$ cat src/rtl/run_ctrl_pkg.sv
// run_ctrl_pkg: state encoding and status codes shared by the run controller.
package run_ctrl_pkg;
  localparam logic [2:0] S_IDLE       = 3'd0;
  localparam logic [2:0] S_RESET_HOLD = 3'd1;
  localparam logic [2:0] S_RUN        = 3'd2;
  localparam logic [2:0] S_DRAIN      = 3'd3;
  localparam logic [2:0] S_DUMP       = 3'd4;
  localparam logic [2:0] S_DONE       = 3'd5;
  localparam logic [1:0] ST_NONE      = 2'b00;
  localparam logic [1:0] ST_COMPLETE  = 2'b01;
  localparam logic [1:0] ST_TIMEOUT   = 2'b10;
endpackage

$ cat src/rtl/sat_counter.sv
// sat_counter: clearable up-counter that sticks at all-ones instead of wrapping.
module sat_counter #(
  parameter int CNT_W = 32
) (
  input  logic             clk,
  input  logic             rst,
  input  logic             clr_i,
  input  logic             en_i,
  output logic [CNT_W-1:0] q_o,
  output logic [CNT_W-1:0] nxt_o
);
  logic [CNT_W-1:0] count_q;
  assign nxt_o = (&count_q) ? count_q : count_q + CNT_W'(1);
  assign q_o   = count_q;
  always_ff @(posedge clk or posedge rst)
    if (rst) count_q <= '0;
    else if (clr_i) count_q <= '0;
    else if (en_i) count_q <= nxt_o;
endmodule

$ cat src/rtl/run_controller.sv
// run_controller: sequences core reset, run, drain and state dump for one run,
// stopping on core completion or on a cycle limit.
module run_controller
  import run_ctrl_pkg::*;
#(
  parameter int NCORE        = 1,
  parameter int CNT_W        = 32,
  parameter int RST_CYCLES   = 4,
  parameter int DRAIN_CYCLES = 2,
  parameter int DONE_MODE    = 0
) (
  input  logic             clk,
  input  logic             reset,
  input  logic             start,
  input  logic [CNT_W-1:0] run_limit,
  input  logic [NCORE-1:0] core_done,
  output logic             core_reset,
  output logic             dump_req,
  output logic             finish,
  output logic [CNT_W-1:0] cycle_count,
  output logic [1:0]       status
);
  localparam logic [7:0] RST_LOAD   = 8'(RST_CYCLES - 1);
  localparam logic [7:0] DRAIN_LOAD = 8'((DRAIN_CYCLES == 0) ? 0 : DRAIN_CYCLES - 1);
  logic [2:0]       state_q, state_d;
  logic [7:0]       tmr_q, tmr_d;
  logic [CNT_W-1:0] limit_q, limit_d, cnt_nxt;
  logic [NCORE-1:0] seen_q, seen_d, seen_all;
  logic [1:0]       status_q, status_d;
  logic             core_reset_q, dump_req_q, finish_q, go, complete, timeout;
  sat_counter #(.CNT_W(CNT_W)) u_cnt (
    .clk  (clk),
    .rst  (reset),
    .clr_i(go),
    .en_i (state_q == S_RUN),
    .q_o  (cycle_count),
    .nxt_o(cnt_nxt)
  );
  // timeout compares the post-increment count, so a limit of N stops with count N
  always_comb begin
    go       = start && (state_q == S_IDLE || state_q == S_DONE);
    seen_all = seen_q | core_done;
    complete = (DONE_MODE != 0) ? |seen_all : &seen_all;
    timeout  = (limit_q != '0) && (cnt_nxt == limit_q);
    state_d  = state_q;
    tmr_d    = tmr_q;
    limit_d  = limit_q;
    seen_d   = seen_q;
    status_d = status_q;
    case (state_q)
      S_IDLE, S_DONE: if (go) begin
        state_d  = S_RESET_HOLD;
        tmr_d    = RST_LOAD;
        limit_d  = run_limit;
        seen_d   = '0;
        status_d = ST_NONE;
      end
      S_RESET_HOLD: begin
        state_d = (tmr_q == '0) ? S_RUN : S_RESET_HOLD;
        tmr_d   = tmr_q - 8'd1;
      end
      S_RUN: begin
        seen_d = seen_all;
        if (complete || timeout) begin
          status_d = complete ? ST_COMPLETE : ST_TIMEOUT;
          state_d  = (DRAIN_CYCLES == 0) ? S_DUMP : S_DRAIN;
          tmr_d    = DRAIN_LOAD;
        end
      end
      S_DRAIN: begin
        state_d = (tmr_q == '0) ? S_DUMP : S_DRAIN;
        tmr_d   = tmr_q - 8'd1;
      end
      S_DUMP:  state_d = S_DONE;
      default: state_d = S_IDLE;
    endcase
  end
  always_ff @(posedge clk or posedge reset)
    if (reset) begin
      state_q      <= S_IDLE;
      tmr_q        <= '0;
      limit_q      <= '0;
      seen_q       <= '0;
      status_q     <= ST_NONE;
      core_reset_q <= 1'b1;
      dump_req_q   <= 1'b0;
      finish_q     <= 1'b0;
    end else begin
      state_q      <= state_d;
      tmr_q        <= tmr_d;
      limit_q      <= limit_d;
      seen_q       <= seen_d;
      status_q     <= status_d;
      core_reset_q <= state_d == S_IDLE || state_d == S_RESET_HOLD || state_d == S_DONE;
      dump_req_q   <= state_d == S_DUMP;
      finish_q     <= state_d == S_DONE;
    end
  assign core_reset = core_reset_q;
  assign dump_req   = dump_req_q;
  assign finish     = finish_q;
  assign status     = status_q;
endmodule

$ cat config.mk
export PLATFORM = sky130hd
export DESIGN_NAME = run_controller
export DESIGN_NICKNAME = d
export VERILOG_FILES = /design/src/rtl/run_ctrl_pkg.sv /design/src/rtl/sat_counter.sv /design/src/rtl/run_controller.sv
export SDC_FILE = /design/constraint.sdc
export NUM_CORES = 1
export LEC_CHECK = 0
export ABC_AREA = 1
export CORE_MARGIN = 2
export CORE_UTILIZATION = 60
export CTS_CLUSTER_SIZE = 20
export DETAILED_ROUTE_END_ITERATION = 12
export GPL_TIMING_DRIVEN = 0
export PLACE_DENSITY = 0.88
export SLEW_MARGIN = 10
export SYNTH_ARGS = -nofsm -noshare
export SYNTH_HDL_FRONTEND = slang
export SYNTH_SLANG_ARGS = --single-unit
$ cat constraint.sdc
create_clock -name clk -period 7.06 [get_ports clk]
set_input_delay 1.059 -clock clk [delete_from_list [all_inputs] [get_ports clk]]
set_output_delay 1.059 -clock clk [all_outputs]
set_load 0.05 [all_outputs]
==> qor.csv <==
metric,value,unit
post-cts sizing count,0,
relative slew slack,14.0,%
Post-Syn Instances,777,
worst skew pair latency,370,ps
number of clock sinks,81,
Pwr Density,143,nW/µm²
GPL Wtd Cong,1.03,
share of async-settable or async-resettable flops after synthesis,100,%
Area Overhead vs Synth,21.7,%
Via density,5.79,
boundary pin count,73,
endpoints failing hold,0,
Syn Std Cell Area,5070,µm²
RSZ-0062 raised after global routing,false,
clock root cell,clkbuf_8,
#FFs+latches synth,81,
total CTS buffers,9,
fin cells,971,
"Avg Cell Area, Syn",6.52,µm²
Setup CP Type,reg2reg,
startpoint types,register,
Die W,95.9,µm
GRT Overall Usage,38.1,%
postcts setup bufs,0,
antenna violations before repair,0,
antenna cells,0,
Peak VDD IR,0.0979,mV
grt ovf,0,
leakage,0.00352,µW
outcome,completed,
Layout Skew,16.6,ps
chip height,95.9,µm
row count,33,
CTS tree,done,
Slew Limit Fails,0,
drt total wl,16.7,mm
Post-Synthesis Net Count,816,
Final Hold Slack,509,ps
Max clock buf depth,2,
fin crit period,3080,ps
fillers,678,
synth warn,0,
cell count after placement,955,
Max Cap Violations,0,
Setup TNS,0,ps
share of layout cells above drive strength 1,4.85,%
WP data arrival,3340,ps
"Seq/Total Area, Yosys",40.0,%
Post-Route Utilization,75.1,%
via count,5622,
Core Box Area,8220,µm²
fmax,325,MHz
Post-CTS Hold Buffers,0,
Detailed Route Iter0 Violations,561,
library cells used by synthesis,32,
CP Data Required Time,7320,ps
Post-synth EDFFs,0,
die area,9200,µm²
IO Port Bufs,72,
"Top FF cell, synth",dfrtp_1,
worst hold path class,reg2reg,
Initial DRT Pass Iterations,6,
post-route ant nets,0,
vias in the first global route,5241,
DRC viols,0,
Worst-path clk slew,90,ps
first-pass GRT wire length,26.1,mm
per-cell routed wire length,17.2,µm
# setup viols final,0,
post-detail-place hpwl,13.3,mm
Starting Density,61.7,%
CP endpoint kind,register,
fin crit share,43.6,%
"Max FO, Critical Path",10,
depth of the CTS H-tree,3,
Tightest Pin Transition,1280,ps
largest net degree at the start of global routing,51,
nets,900,
## critical path, cell delays in order, from the launching register on
cell	delay, ps
dfrtp_1	490
ha_1	360
nand2_2	120
nor2_4	170
nand2_4	100
nor2_8	190
nand2_2	90
buf_2	210
nand2_1	110
nand2_1	60
nand2_1	110
nand3_1	140
nor2_1	150
nand2_1	70
nor2_2	140
nand2_1	80
nand2_2	100
nand2_2	130
nand2_1	100
nand2_1	50
## power breakdown
group | switching (µW) | total (µW) | internal (µW)
clock network | 186 | 387 | 201
registers | 0.148 | 464 | 464
logic | 14.1 | 33.4 | 19.3
total | 200 | 884 | 684
## flip-flops by register name (all words and copies together) (netlist names)
name        count
status          2
core_reset      1
limit_q        32
seen_q          1
tmr_q           8
finish          1
dump_req        1
state_q         3
u_cnt.q_o      32
## cells in the final DEF (no fill, tap or decap), drive strengths merged
| cell type | n |
|---|---|
| nor2 | 84 |
| nand3b | 5 |
| inv | 88 |
| a21oi | 9 |
| xnor2 | 1 |
| buf | 7 |
| dfstp | 1 |
| dfrtp | 80 |
| clkbuf | 22 |
| bufinv | 2 |
| a21o | 1 |
| o22ai | 11 |
| clkinv | 6 |
| nor4 | 8 |
| xor2 | 8 |
| or2 | 4 |
| clkinvlp | 1 |
| nand3 | 70 |
| nand4 | 4 |
| nor3 | 6 |
| nand2 | 319 |
| clkdlybuf4s50 | 72 |
| o21ai | 54 |
| ha | 3 |
## synth_stat cells (2+ instances only)
master / count / area (µm²)
nand3_2: 2 / 20.0
nor4_1: 8 / 50.1
nor2_2: 2 / 12.5
nand2_1: 313 / 1170
ha_1: 3 / 37.5
nand2_2: 5 / 31.3
nand4_1: 4 / 25.0
xor2_1: 8 / 70.1
clkinv_1: 4 / 15.0
inv_2: 3 / 11.3
nor2_4: 2 / 22.5
o21ai_0: 53 / 265
nand3b_1: 5 / 37.5
dfrtp_1: 80 / 2000
nor3_1: 6 / 30.0
nor2_1: 79 / 297
clkbuf_1: 12 / 45.0
buf_2: 2 / 10.0
buf_6: 3 / 33.8
o22ai_1: 11 / 68.8
a21oi_1: 9 / 45.0
or2_2: 3 / 18.8
inv_1: 84 / 315
nand3_1: 68 / 340
## metal layers
metal  track usage (%)  share of wire (%)  vias to the layer above
met5                 0                  0                        -
met4              18.9                4.6                        0
met3              6.97                 10                       61
met2              60.3                 45                      383
met1              50.3                 40                     2561
li1                  -                  -                     2617
## metrics by stage
| step | instance area, µm² | total power [µW] | setup WS (ps) |
|---|---|---|---|
| global route | 6170 | 903 | 3790 |
| floorplan | 5070 | 482 | 3920 |
| finish | 6170 | 884 | 3980 |
| global placement | 5920 | 504 | 2700 |
| detailed placement | 5950 | 507 | 4070 |
| CTS | 6170 | 880 | 4050 |
## logic make-up (layout without fill, tap and decap cells)
kind of cell / Yosys count / count (layout) / synth area share (%)
xor gates and xnor gates: 9 / 9 / 1.56
AOI/OAI and AO/OA: 75 / 75 / 7.73
buffers and inverters: 109 / 198 / 8.57
DFF: 81 / 81 / 40.0
and+or+nand+nor: 500 / 500 / 41.4
adders and majority gates: 3 / 3 / 0.741
## layout make-up
| cell class | count | area [µm²] | area share, % |
|---|---|---|---|
| clock inverters | 6 | 90.1 | 1.46 |
| well taps | 105 | 131 | 2.13 |
| flip-flops and latches | 81 | 2030 | 32.9 |
| repair buffers | 73 | 748 | 12.1 |
| plain buffers | 18 | 92.6 | 1.50 |
| clock buffers | 10 | 128 | 2.07 |
| multi-input cells | 587 | 2610 | 42.2 |
| inverters | 91 | 344 | 5.58 |
## worst paths after layout
check                           depth (start not counted)    startpoint  slack [ps]            end
worst max-delay path                                   19  u_cnt.q_o[0]        3980       tmr_q[3]
worst max register to register                         19  u_cnt.q_o[0]        3980       tmr_q[3]
max in group asynchronous                               3         reset        5360     core_reset
worst min-delay path                                    2     status[0]         510      status[0]
worst min register to register                          2     status[0]         510      status[0]
min in group asynchronous                               2         reset        1050  u_cnt.q_o[13]
No activity file was read; power rests on OpenSTA's default activity.
